## config.mk

```make
export PLATFORM = sky130hd
export DESIGN_NAME = lcd1602_responder
export DESIGN_NICKNAME = d
export VERILOG_FILES = /design/src/rtl/lcd1602_responder.sv
export SDC_FILE = /design/constraint.sdc
export NUM_CORES = 1
export LEC_CHECK = 0
export CORE_ASPECT_RATIO = 1.75
export CORE_MARGIN = 4
export CORE_UTILIZATION = 45
export DETAILED_ROUTE_END_ITERATION = 10
export DONT_BUFFER_PORTS = 1
export GPL_ROUTABILITY_DRIVEN = 0
export GPL_TIMING_DRIVEN = 0
export SLEW_MARGIN = 20
export SYNTH_ARGS = -nofsm -noshare
export SYNTH_HDL_FRONTEND = slang
export SYNTH_SLANG_ARGS = --single-unit
```

## constraint.sdc

```tcl
create_clock -name Clk -period 10.8 [get_ports Clk]
set_clock_uncertainty 0.05 [all_clocks]
set_input_delay 1.62 -clock Clk [delete_from_list [all_inputs] [get_ports Clk]]
set_output_delay 1.62 -clock Clk [all_outputs]
set_load 0.1 [all_outputs]
```

## src/rtl/lcd1602_responder.sv

```systemverilog
// lcd1602_responder: HD44780-style LCD1602 bus responder (DDRAM, address counter, busy model).
// Define LCD1602_READ_EN to enable host instruction/data reads; the default build is write-only.
module lcd1602_responder #(
  parameter int BUSY_CYCLES  = 2000,
  parameter int CLEAR_CYCLES = 82000
) (
  input  logic       Clk,
  input  logic       Rst,
  input  logic       lcd_rs,
  input  logic       lcd_rw,
  input  logic       lcd_e,
  input  logic [7:0] lcd_db_in,
  output logic [7:0] lcd_db_out,
  output logic       lcd_db_oe,
  input  logic [6:0] ram_rd_addr,
  output logic [7:0] ram_rd_data,
  output logic       disp_on,
  output logic       cursor_on,
  output logic       blink_on,
  output logic       busy,
  output logic       cmd_valid,
  output logic [7:0] cmd_code,
  output logic       err
);

  localparam int CW = $clog2(CLEAR_CYCLES + 1);

  typedef enum logic [1:0] {
    ST_IDLE,
    ST_FILL,
    ST_BUSY
  } state_t;

  // DDRAM is two 40-byte lines at 0x00-0x27 and 0x40-0x67.
  function automatic logic addr_ok(input logic [6:0] a);
    return (a <= 7'h27) || ((a >= 7'h40) && (a <= 7'h67));
  endfunction

  function automatic logic [6:0] ac_inc(input logic [6:0] a);
    if (a == 7'h27) return 7'h40;
    if (a == 7'h67) return 7'h00;
    return a + 7'd1;
  endfunction

  function automatic logic [6:0] ac_dec(input logic [6:0] a);
    if (a == 7'h40) return 7'h27;
    if (a == 7'h00) return 7'h67;
    return a - 7'd1;
  endfunction

  function automatic logic [6:0] ac_step(input logic [6:0] a, input logic inc);
    return inc ? ac_inc(a) : ac_dec(a);
  endfunction

  function automatic logic [6:0] ram_idx(input logic [6:0] a);
    return a[6] ? ({1'b0, a[5:0]} + 7'd40) : a;
  endfunction

  // Bus synchronizers; e_q holds the previous synchronized E for edge detection.
  logic       e_s1, e_s2, e_q;
  logic       rs_s1, rs_s2;
  logic       rw_s1, rw_s2;
  logic [7:0] db_s1, db_s2;
  logic       strobe;

  always_ff @(posedge Clk or posedge Rst) begin
    if (Rst) begin
      e_s1  <= 1'b0;
      e_s2  <= 1'b0;
      e_q   <= 1'b0;
      rs_s1 <= 1'b0;
      rs_s2 <= 1'b0;
      rw_s1 <= 1'b0;
      rw_s2 <= 1'b0;
      db_s1 <= 8'h00;
      db_s2 <= 8'h00;
    end else begin
      e_s1  <= lcd_e;
      e_s2  <= e_s1;
      e_q   <= e_s2;
      rs_s1 <= lcd_rs;
      rs_s2 <= rs_s1;
      rw_s1 <= lcd_rw;
      rw_s2 <= rw_s1;
      db_s1 <= lcd_db_in;
      db_s2 <= db_s1;
    end
  end

  assign strobe = e_q & ~e_s2;

  state_t        state_q, state_d;
  logic [CW-1:0] cnt_q, cnt_d;
  logic [6:0]    fill_q, fill_d;
  logic [6:0]    ac_q, ac_d;
  logic          id_q, id_d;
  logic          sh_q, sh_d;
  logic          disp_q, disp_d;
  logic          cur_q, cur_d;
  logic          blk_q, blk_d;
  logic          cgram_q, cgram_d;
  logic [4:0]    func_q, func_d;
  logic          cmd_valid_q, cmd_valid_d;
  logic [7:0]    cmd_code_q, cmd_code_d;
  logic          err_q, err_d;
  logic          mem_we;
  logic [6:0]    mem_wa;
  logic [7:0]    mem_wd;
  logic          accept, go_fill, load_home;

  logic [7:0] ddram [80];

  // NOTE: every always_comb output gets a default first so no path can infer a latch.
  always_comb begin
    state_d     = state_q;
    cnt_d       = cnt_q;
    fill_d      = fill_q;
    ac_d        = ac_q;
    id_d        = id_q;
    sh_d        = sh_q;
    disp_d      = disp_q;
    cur_d       = cur_q;
    blk_d       = blk_q;
    cgram_d     = cgram_q;
    func_d      = func_q;
    cmd_valid_d = 1'b0;
    cmd_code_d  = cmd_code_q;
    err_d       = 1'b0;
    mem_we      = 1'b0;
    mem_wa      = ac_q;
    mem_wd      = db_s2;
    accept      = 1'b0;
    go_fill     = 1'b0;
    load_home   = 1'b0;

    unique case (state_q)
      ST_IDLE: begin
        if (strobe && !rw_s2 && !rs_s2) begin
          casez (db_s2)
            8'b1???_????: begin
              if (addr_ok(db_s2[6:0])) begin
                ac_d    = db_s2[6:0];
                cgram_d = 1'b0;
                accept  = 1'b1;
              end else begin
                err_d = 1'b1;
              end
            end
            8'b01??_????: begin
              cgram_d = 1'b1;
              accept  = 1'b1;
            end
            8'b001?_????: begin
              func_d = db_s2[4:0];
              accept = 1'b1;
            end
            8'b0001_????: begin
              if (!db_s2[3]) ac_d = ac_step(ac_q, db_s2[2]);
              accept = 1'b1;
            end
            8'b0000_1???: begin
              disp_d = db_s2[2];
              cur_d  = db_s2[1];
              blk_d  = db_s2[0];
              accept = 1'b1;
            end
            8'b0000_01??: begin
              id_d   = db_s2[1];
              sh_d   = db_s2[0];
              accept = 1'b1;
            end
            8'b0000_001?: begin
              ac_d      = 7'h00;
              load_home = 1'b1;
              accept    = 1'b1;
            end
            8'b0000_0001: begin
              ac_d    = 7'h00;
              id_d    = 1'b1;
              go_fill = 1'b1;
              accept  = 1'b1;
            end
            default: ;
          endcase
        end else if (strobe && !rw_s2 && rs_s2) begin
          // A data write in CGRAM mode still occupies the controller but touches nothing.
          if (!cgram_q) begin
            mem_we = 1'b1;
            ac_d   = ac_step(ac_q, id_q);
          end
          state_d = ST_BUSY;
          cnt_d   = CW'(BUSY_CYCLES);
        end
`ifdef LCD1602_READ_EN
        else if (strobe && rw_s2 && rs_s2) begin
          ac_d = ac_step(ac_q, id_q);
        end
`endif
        if (accept) begin
          cmd_valid_d = 1'b1;
          cmd_code_d  = db_s2;
          fill_d      = 7'h00;
          state_d     = go_fill ? ST_FILL : ST_BUSY;
          cnt_d       = load_home ? CW'(CLEAR_CYCLES) : CW'(BUSY_CYCLES);
        end
      end
      ST_FILL: begin
        mem_we = 1'b1;
        mem_wa = fill_q;
        mem_wd = 8'h20;
        if (fill_q == 7'h67) begin
          state_d = ST_BUSY;
          cnt_d   = CW'(CLEAR_CYCLES - 80);
        end else begin
          fill_d = ac_inc(fill_q);
        end
      end
      ST_BUSY: begin
        cnt_d = cnt_q - CW'(1);
        if (cnt_q <= CW'(1)) state_d = ST_IDLE;
      end
      default: state_d = ST_IDLE;
    endcase

`ifdef LCD1602_READ_EN
    if (strobe && (state_q != ST_IDLE) && (!rw_s2 || rs_s2)) err_d = 1'b1;
`else
    if (strobe && (state_q != ST_IDLE) && !rw_s2) err_d = 1'b1;
`endif
  end

  always_ff @(posedge Clk or posedge Rst) begin
    if (Rst) begin
      state_q     <= ST_IDLE;
      cnt_q       <= '0;
      fill_q      <= 7'h00;
      ac_q        <= 7'h00;
      id_q        <= 1'b1;
      sh_q        <= 1'b0;
      disp_q      <= 1'b0;
      cur_q       <= 1'b0;
      blk_q       <= 1'b0;
      cgram_q     <= 1'b0;
      func_q      <= 5'h00;
      cmd_valid_q <= 1'b0;
      cmd_code_q  <= 8'h00;
      err_q       <= 1'b0;
    end else begin
      state_q     <= state_d;
      cnt_q       <= cnt_d;
      fill_q      <= fill_d;
      ac_q        <= ac_d;
      id_q        <= id_d;
      sh_q        <= sh_d;
      disp_q      <= disp_d;
      cur_q       <= cur_d;
      blk_q       <= blk_d;
      cgram_q     <= cgram_d;
      func_q      <= func_d;
      cmd_valid_q <= cmd_valid_d;
      cmd_code_q  <= cmd_code_d;
      err_q       <= err_d;
    end
  end

  // NOTE: the DDRAM array has no reset; a reset mid-clear leaves partial contents.
  always_ff @(posedge Clk) begin
    if (mem_we) ddram[ram_idx(mem_wa)] <= mem_wd;
  end

  always_ff @(posedge Clk or posedge Rst) begin
    if (Rst) ram_rd_data <= 8'h00;
    else     ram_rd_data <= addr_ok(ram_rd_addr) ? ddram[ram_idx(ram_rd_addr)] : 8'h00;
  end

  assign busy      = (state_q != ST_IDLE);
  assign disp_on   = disp_q;
  assign cursor_on = cur_q;
  assign blink_on  = blk_q;
  assign cmd_valid = cmd_valid_q;
  assign cmd_code  = cmd_code_q;
  assign err       = err_q;

`ifdef LCD1602_READ_EN
  assign lcd_db_oe  = e_s2 & rw_s2;
  assign lcd_db_out = !lcd_db_oe ? 8'h00 :
                      rs_s2      ? ddram[ram_idx(ac_q)] : {busy, ac_q};
`else
  assign lcd_db_oe  = 1'b0;
  assign lcd_db_out = 8'h00;
`endif

  // Entry-mode shift and function-set bits are stored but have no visible effect.
  logic unused_cfg;
  assign unused_cfg = ^{sh_q, func_q};

endmodule

```

==> metrics, run 1 <==
Die Width between 200 and 250 µm; PD cells 194 mW/mm²; critical-path maximum fanout 10; Tcrit/Tclk final between 40% and 50%; fill count a little over 5000; commonest non-fill, non-tap cells in the layout edfxtp_1, mux4_2, nand2_1, nor2_1, dfrtp_1; Lkg Pwr roughly 11 nW; Post-DRT Antenna Nets 0; clk root buf clkbuf_16; internal power 4.61 mW; WP buf/inv 3; Final Setup Violations 0; Final Core Density a little over 50%; critical path startpoint category register; buffers added on ports 0; maximum root-to-sink buffer count 3; flops & latches, synth approximately 720; first-pass GRT wire length between 100000 and 150000 µm; CP required between 10000 and 15000 ps; Initial Utilization 45.4%; Syn Std Cell Area approximately 0.03 mm²; CTS clk-pin slew, worst paths ~60 ps; core area about 0.064 mm²; Crit path largest cell delay 860 ps; Yosys Warn Count 0; Setup Buffers After CTS 0; share of cells above drive strength 1 21.6%; register area share after synthesis between 70% and 80%; clock power share 35.9%; Slew headroom approximately 23%; largest net degree at the start of global routing just over 80; CP delay by family, top simple AND/OR/NAND/NOR gates; Critical Path Sink Type register; net switching share of the total power between 20% and 30%; Crit path top cell by count nor2_1; commonest non-fill, non-tap cell in the layout edfxtp_1; Ports 51; initial antenna violation count 1; Rows between 100 and 150; worst skew pair latency 600 ps; Max Clock Freq approximately 230 MHz; Max stage delay cell, worst path nor2_1; Reg power frac approximately 52%; fin nets 1730; vias in the first global route approximately 16000; Final Critical Period ~4400 ps; Net Sw Power about 1.7 mW; area grow syn2layout 12.2%; status finished clean; Max Transition Viols Final 0; Worst VDD drop 0.174 mV; Post-Route WL ~73000 µm; drt wl/cell around 28 µm; Mapped Cells 1605; Post-CTS Resized 0; critical-path cell list inv_1 > ha_1 > clkbuf_1 > buf_1 > mux2_2 > ha_1 > nor2_1 > a211o_1 > nor2_1 > nand2_1 > nor2_1; TNS Setup 0 ps; CTS sink count 719; CTS tree done; Syn Area/Cell 18.2 µm²; area of the multi-input gates between 0.007 and 0.008 mm²; Die Area ~0.07 mm²; Slew @ Worst Pin 1140 ps; total area of sequential cells ~0.021 mm²; Hold Vio Cnt, Final 0; DRC viols 0; post-synth cell types 71; TritonRoute pass-1 iters 5; antenna cells 0; number of flops mapped to enable cells by yosys 640; Top FF cell, synth edfxtp_1; ys async rst share 11.0%; # hold bufs at CTS 0; CP Class reg -> reg; total number of vias between 15000 and 20000; gr usage total a little over a fifth; Die Ht between 300 and 400 µm; CTS HTree Levels 3; max-cap violations 0; hpwl dp just over 50000 µm; CTS Buf Count 67; RSZ-0062 raised after global routing no; Worst Path Arrival about 4600 ps; combinational share of power about 12%; Tightest Hold Check Type reg -> reg; vias per cell approximately 6; Initial DRC Count 1428; grt total ovfl 0
[routing by layer]
layer	up-vias	share of wire (%)	track usage, %
li1	6563	-	-
met3	164	5.1	3.12
met2	523	55	39.6
met4	0	5.3	10.5
met1	8027	35	23.7
met5	-	0	0
[synth_stat cells, types with 14 or more instances]
library cell	n	area [µm²]
nand2_1	135	507
mux4_2	176	3960
nand3_1	35	175
dfrtp_1	78	1950
inv_1	24	90.1
a21oi_1	33	165
a31oi_1	19	119
edfxtp_1	640	19200
mux2i_1	16	160
clkbuf_1	28	105
buf_4	23	173
nor2_1	127	477
o21ai_0	45	225
nor3_1	14	70.1
buf_2	27	135
[kinds of logic (layout without fill, tap and decap cells)]
logic type,Yosys count,count (layout),share of synthesized area [%]
AOI/OAI and AO/OA,176,176,4.08
adders and majority gates,13,13,0.558
other,1,9,0.0129
xor gates and xnor gates,10,10,0.365
DFF,719,719,72.7
buffers and inverters,113,246,2.03
and+or+nand+nor,372,372,5.64
muxes,201,201,14.6
[flip-flops by register name, indices dropped and copies added, names as in the netlist, 2 cells and up]
register and flops:
cnt_q 17, fill_q 7, db_s2 8, db_s1 8, state_q 2, ddram 640
cmd_code 8, ram_rd_data 8, ac_q 7
[area by class of cell]
class                   instances  share of cell area (%)
clock inverters                32                   0.704
repair buffers                 15                    1.10
inverters                      24                   0.283
multi-input cells             781                    22.8
well taps                     812                    3.11
clock buffers                  86                    5.66
flip-flops and latches        719                    64.8
plain buffers                  89                    1.54
[path summary, 6_finish.rpt]
path | startpoint | to | slack [ps] | depth (start not counted)
worst min register to register | e_s1$_DFF_PP0_ | e_s2$_DFF_PP0_ | 290 | 0
worst min-delay path | e_s1$_DFF_PP0_ | e_s2$_DFF_PP0_ | 290 | 0
worst max-delay path | state_q[1]$_DFFE_PP0P_ | ddram[59][4]$_DFFE_PP_ | 6420 | 11
min in group asynchronous | Rst | cnt_q[11]$_DFFE_PP0P_ | 820 | 1
max in group asynchronous | Rst | id_q$_DFFE_PP1P_ | 9230 | 2
worst max register to register | state_q[1]$_DFFE_PP0P_ | ddram[59][4]$_DFFE_PP_ | 6420 | 11
[power groups by stage]
stage	clock (mW)	combinational [mW]	sequential, mW
detailed placement	0	0.782	3.34
CTS	2.32	0.786	3.28
floorplan	0	0.543	3.33
finish	2.28	0.786	3.28
global route	2.43	0.859	3.29
global placement	0	0.749	3.35
[worst register-to-register path, cell delays in order, from the launching register on]
cell and delay [ps]:
dfrtp_1 400, inv_1 110, ha_1 150, clkbuf_1 290
buf_1 470, mux2_2 420, ha_1 290, nor2_1 70
a211o_1 310, nor2_1 260, nand2_1 330, nor2_1 860
[through the flow]
| stage | cells | hold slack, ps | setup WS [ps] | power [mW] | instance area, µm² |
|---|---|---|---|---|---|
| 2_1_floorplan | 1613 | 281 | 6780 | 3.87 | 29200 |
| 4_1_cts | 2558 | 295 | 6480 | 6.39 | 32700 |
| 3_5_place_dp | 2440 | 285 | 5950 | 4.13 | 30600 |
| 3_3_place_gp | 2425 | 281 | 3630 | 4.10 | 30200 |
| 5_1_grt | 2558 | 308 | 6200 | 6.58 | 32700 |
| 6_report | 2558 | 290 | 6420 | 6.35 | 32700 |
No activity file was read; power rests on OpenSTA's default activity.
==> run 2: changes to the inputs <==
clock period = 4.5 ns   (was 10.8 ns; I/O delays follow)
==> metrics, run 2 (synthesis gave the netlist of run 1 again) <==
status finished clean; clk root buf clkbuf_16; CP required 4670 ps (-6300 ps); FF-to-FF End ddram[60][7]$_DFFE_PP_; buffers added on ports 0 (unchanged); TritonRoute pass-1 iters 9 (+4); Tcrit/Tclk final 97.1% (+57 points); Crit path largest cell delay 830 ps (-30 ps); max FFs per register 640 (unchanged); CTS tree done; RR Startpoint state_q[1]$_DFFE_PP0P_; maximum root-to-sink buffer count 3 (unchanged); Crit path top cell by count nor2_1; hpwl dp 50700 µm (unchanged); Worst VDD drop 0.418 mV (+140%); worst skew pair latency 600 ps (about the same); Die Ht 345 µm (unchanged); commonest non-fill, non-tap cell in the layout edfxtp_1; Die Area 0.0691 mm² (unchanged); initial antenna violation count 1 (unchanged); Worst R2R Path Depth 11 (unchanged); CTS HTree Levels 3 (unchanged); core area 0.0642 mm² (unchanged); Rows 123 (unchanged); Critical Path Source state_q[1]$_DFFE_PP0P_; Hold Vio Cnt, Final 0 (unchanged); Lkg Pwr 10.6 nW (about the same); WP buf/inv 3 (unchanged); CTS clk-pin slew, worst paths 60 ps (about the same); Final Setup Violations 0 (unchanged); Initial DRC Count 1443 (+1.1%); vias in the first global route 16200 (+0.018%); Post-DRT Antenna Nets 0 (unchanged); first-pass GRT wire length 108000 µm (about the same); Die Width 200 µm (unchanged); Max stage delay cell, worst path nor2_1; Slew @ Worst Pin 1170 ps (+29.9 ps); dpl ws 231 ps (-5720 ps); CP Depth 11 (unchanged); reg-to-reg slack, setup 130 ps (-6290 ps); RSZ-0062 raised after global routing yes; cell area after layout 0.0327 mm² (about the same); area grow syn2layout 12.2% (about the same); last element of the critical path ddram[60][7]$_DFFE_PP_; CP Class reg -> reg; Max Clock Freq 229 MHz (+0.24%); Critical Path Sink Type register; critical-path cell list inv_1 > ha_1 > clkbuf_1 > buf_1 > mux2_2 > ha_1 > nor2_1 > a211o_1 > nor2_1 > nand2_1 > nor2_1; Worst Path Arrival 4540 ps (about the same); commonest non-fill, non-tap cells in the layout edfxtp_1, mux4_2, nand2_1, nor2_1, dfrtp_1; fin nets 1731 (+0.058%); Tightest Hold Check Type in -> reg; CTS Buf Count 67 (unchanged); Cell Area, Placed 0.0306 mm² (unchanged); biggest registers after layout ddram x640, cnt_q x17; Ports 51 (unchanged); Initial Utilization 45.4% (unchanged); Most flops, register ddram; CTS sink count 719 (unchanged); DRC viols 0 (unchanged); Slew headroom 21.2% (-2.0 points); vias per cell 5.94 (-0.61%); critical-path maximum fanout 10 (unchanged); total number of vias 15200 (-0.53%); grt total ovfl 0 (unchanged); Post-Route WL 72900 µm (about the same); critical path startpoint category register; max-cap violations 0 (unchanged); Max Transition Viols Final 0 (unchanged); Final Critical Period 4370 ps (-10.7 ps); gr usage total 21.2% (about the same); final worst slack 131 ps (-6290 ps); drt wl/cell 28.5 µm (about the same); WHS Path Cells 0 (unchanged); CP delay by family, top simple AND/OR/NAND/NOR gates; PD cells 466 mW/mm² (+140%); largest net degree at the start of global routing 81 (unchanged); share of cells above drive strength 1 21.9% (+0.27 points)
## run 2: cell types whose count changed in the layout (fill, tap and decap cells not counted), sizes merged
cell / change
diode: +1
dlygate4sd3: +1
## run 2: stage by stage
| stage | setup TNS, ps | hold WS, ps | instances | power [mW] | util (%) |
|---|---|---|---|---|---|
| 2_1_floorplan | 0 | 281 | 1613 | 9.29 | - |
| 3_3_place_gp | -1289640 | 281 | 2425 | 9.83 | 47.1 |
| 3_5_place_dp | 0 | 285 | 2440 | 9.90 | 47.7 |
| 4_1_cts | 0 | 8.74 | 2559 | 15.3 | 51.0 |
| 5_1_grt | -2100 | 19.9 | 2559 | 15.8 | 51.0 |
| 6_report | 0 | 49.6 | 2560 | 15.2 | 51.0 |
## run 2: metal layers
layer	GRT usage, %	up-vias	share of wire (%)
li1	-	6568	-
met1	23.7	7956	35
met2	39.6	518	55
met3	3.12	154	5.1
met4	10.5	0	5.2
met5	0	-	0
## run 2: worst min path at each step
stage	to	startpoint
2_1_floorplan	db_s2[0]$_DFF_PP0_	db_s1[0]$_DFF_PP0_
3_3_place_gp	e_s2$_DFF_PP0_	e_s1$_DFF_PP0_
3_5_place_dp	db_s2[5]$_DFF_PP0_	db_s1[5]$_DFF_PP0_
4_1_cts	db_s1[3]$_DFF_PP0_	lcd_db_in[3]
5_1_grt	db_s1[3]$_DFF_PP0_	lcd_db_in[3]
6_report	db_s1[5]$_DFF_PP0_	lcd_db_in[5]
## run 2: layout make-up
| cell class | instances | area (µm²) |
|---|---|---|
| Fill cell | 5073 | 31500 |
| Sequential cell | 719 | 21200 |
| Multi-Input combinational cell | 781 | 7460 |
| Clock buffer | 86 | 1850 |
| Tap cell | 812 | 1020 |
| Buffer | 89 | 503 |
| Timing Repair Buffer | 16 | 370 |
| Clock inverter | 32 | 230 |
| Inverter | 24 | 92.6 |
| Antenna cell | 1 | 2.50 |
## run 2: power breakdown
group          internal, mW  switching, mW  total, mW
logic                 0.632           1.26       1.89
clock network          3.03           2.44       5.47
registers              7.40          0.480       7.88
## run 2: timing repair
| item | 4_1_cts | 5_1_grt |
|---|---|---|
| buffers inserted | 0 | 0 |
| hold buffers | 1 | 0 |
| endpoints found under the hold margin | 19 | 0 |
| endpoints found under the setup margin | 0 | 67 |
| resized for setup | 0 | 5 |
## run 2: worst register-to-register path, cell delays in order, from the launching register on
cell      delay, ps
dfrtp_1         400
inv_1           110
ha_1            150
clkbuf_1        290
buf_1           470
mux2_2          420
ha_1            290
nor2_1           70
a211o_1         310
nor2_1          270
nand2_1         340
nor2_1          830
==> run 3: changes to the inputs <==
SLEW_MARGIN = unset   (was 20)
==> metrics, run 3 (synthesis gave the netlist of run 1 again) <==
status finished clean; PD cells 460 mW/mm² (-1.3%); WHS Path Cells 0 (unchanged); critical-path maximum fanout 10 (unchanged); RSZ-0062 raised after global routing yes; commonest non-fill, non-tap cell in the layout edfxtp_1; area grow syn2layout 11.9%; net switching share of the total power 27.4% (+0.053 points); drt wl/cell 28.1 µm (-1.3%); Tcrit/Tclk final 96.0% (-1.1 points); Reg power frac 52.6% (+0.9 points); core area 0.0642 mm² (unchanged); Setup Buffers After CTS 0 (unchanged); Max Transition Viols Final 0 (unchanged); Crit path top cell by count nor2_1; Initial Utilization 45.4% (unchanged); RR Startpoint state_q[1]$_DFFE_PP0P_; Worst Path Arrival 4530 ps (about the same); CTS Buf Count 61 (-9.0%); worst skew pair latency 640 ps (+40 ps); maximum root-to-sink buffer count 3 (unchanged); DRC viols 0 (unchanged); Die Ht 345 µm (unchanged); vias per cell 5.92 (-0.26%); Hold Startpoint e_s1$_DFF_PP0_; Crit path largest cell delay 800 ps (-30 ps); Critical Path Source state_q[1]$_DFFE_PP0P_; Most flops, register ddram; reg-to-reg slack, setup 180 ps (+50 ps); antenna cells 0 (-1); Final Setup Violations 0 (unchanged); Max stage delay cell, worst path nor2_1; Post-Route WL 72000 µm (-1.2%); buffers added on ports 0 (unchanged); max FFs per register 640 (unchanged); Final Critical Period 4320 ps (-49.9 ps); Lkg Pwr 10.6 nW (-0.20%); Die Width 200 µm (unchanged); vias in the first global route 16200 (-0.13%); Die Area 0.0691 mm² (unchanged); Initial DRC Count 1368 (-5.2%); critical path startpoint category register; final worst slack 181 ps (+49.9 ps); biggest registers after layout ddram x640, cnt_q x17; CTS clk-pin slew, worst paths 60 ps (about the same); Critical Path Sink Type register; internal power 10.9 mW (-1.6%); clock power share 34.8% (-1.1 points); CTS tree done; Tightest Hold Check Type reg -> reg; Max Clock Freq 232 MHz (+1.2%); total number of vias 15200 (-0.18%); clk root buf clkbuf_16; Worst Hold Path EP e_s2$_DFF_PP0_; CP required 4710 ps (+40 ps); FF-to-FF End ddram[53][4]$_DFFE_PP_; Rows 123 (unchanged); max-cap violations 0 (unchanged); Worst R2R Path Depth 11 (unchanged); worst hold margin 293 ps (+244 ps); CP Class reg -> reg; CTS HTree Levels 2 (-1); Final Core Density 50.9% (-0.14 points); grt total ovfl 0 (unchanged); fin nets 1733 (+0.12%); first-pass GRT wire length 107000 µm (-0.89%); Slew headroom 18.7% (-2.5 points); dpl ws 99.3 ps (-132 ps); Hold Vio Cnt, Final 0 (unchanged); non-filler instance count after layout 2562 (+0.078%); critical-path cell list inv_1 > ha_1 > clkbuf_1 > buf_1 > mux2_2 > ha_1 > nor2_1 > a211o_1 > nor2_1 > nand2_1 > nor2_1; Worst VDD drop 0.437 mV (+4.7%); combinational share of power 12.6% (+0.2 points); Net Sw Power 4.12 mW (-1.4%); CTS sink count 719 (unchanged); commonest non-fill, non-tap cells in the layout edfxtp_1, mux4_2, nand2_1, nor2_1, dfrtp_1; gr usage total 21.0% (-0.25 points); Post-DRT Antenna Nets 0 (unchanged); Slew @ Worst Pin 1200 ps (+39.0 ps); hpwl dp 50300 µm (-0.84%); dpl cells 2437 (-0.12%); TritonRoute pass-1 iters 5 (-4); largest net degree at the start of global routing 81 (unchanged); share of cells above drive strength 1 21.6% (-0.32 points); Ports 51 (unchanged); initial antenna violation count 1 (unchanged)
==> run 3: cell types whose count changed in the layout (fill, tap and decap cells not counted), sizes merged <==
cell / before / now
buf: 75 / 72
bufinv: 2 / 4
clkbuf: 115 / 106
clkinv: 22 / 27
clkinvlp: 7 / 2
diode: 1 / 0
dlygate4sd3: 1 / 12
inv: 25 / 27
==> run 3: worst max path at each step <==
stage | endpoint | slack (ps) | cells past startpoint
after detailed placement | ddram[53][5]$_DFFE_PP_ | 100 | 7
after global placement | ddram[48][0]$_DFFE_PP_ | -2670 | 7
after CTS | ddram[66][5]$_DFFE_PP_ | 60 | 7
after global routing | ddram[61][3]$_DFFE_PP_ | -120 | 11
final | ddram[53][4]$_DFFE_PP_ | 180 | 11
after floorplan | ddram[0][0]$_DFFE_PP_ | 480 | 7
==> run 3: final cells by class <==
class	count	area [µm²]
well taps	812	1020
inverters	24	92.6
clock inverters	36	294
clock buffers	77	1670
plain buffers	89	503
multi-input cells	781	7460
fillers	5119	31500
repair buffers	24	405
flip-flops and latches	719	21200
==> run 3: metrics by stage <==
step | power, mW | setup TNS (ps) | area (µm²)
3_5_place_dp | 9.90 | 0 | 30500
3_3_place_gp | 9.83 | -1289640 | 30200
5_1_grt | 15.6 | -5230 | 32600
2_1_floorplan | 9.29 | 0 | 29200
4_1_cts | 15.1 | 0 | 32600
6_report | 15.0 | 0 | 32600
==> run 3: timing repair <==
item | 4_1_cts | 5_1_grt
hold buffers | 12 | 0
endpoints found under the setup margin | 0 | 96
hold endpoints to repair | 29 | 0
resized for setup | 0 | 5
==> run 3: critical path, delay by kind of cell, from the launching register on <==
kind	cells	cell delay, ps
flops	1	400
fa+ha+maj	2	430
compound gates	1	310
buf+inv	3	870
simple gates	4	1450
mux	1	430
==> run 3: per-layer routing <==
layer / global-route usage (%) / vias to the layer above / routed length [µm]
met5: 0 / - / 0
met4: 10.2 / 0 / 3920
met3: 3.05 / 153 / 3410
met2: 39.0 / 490 / 39500
met1: 23.6 / 7957 / 25200
li1: - / 6569 / -
==> run 3: power by group through the flow <==
stage / logic [mW] / registers, mW / clock network [mW]
2_1_floorplan: 1.30 / 7.99 / 0
3_3_place_gp: 1.80 / 8.03 / 0
3_5_place_dp: 1.87 / 8.02 / 0
4_1_cts: 1.89 / 7.88 / 5.33
5_1_grt: 2.07 / 7.90 / 5.59
6_report: 1.89 / 7.88 / 5.23
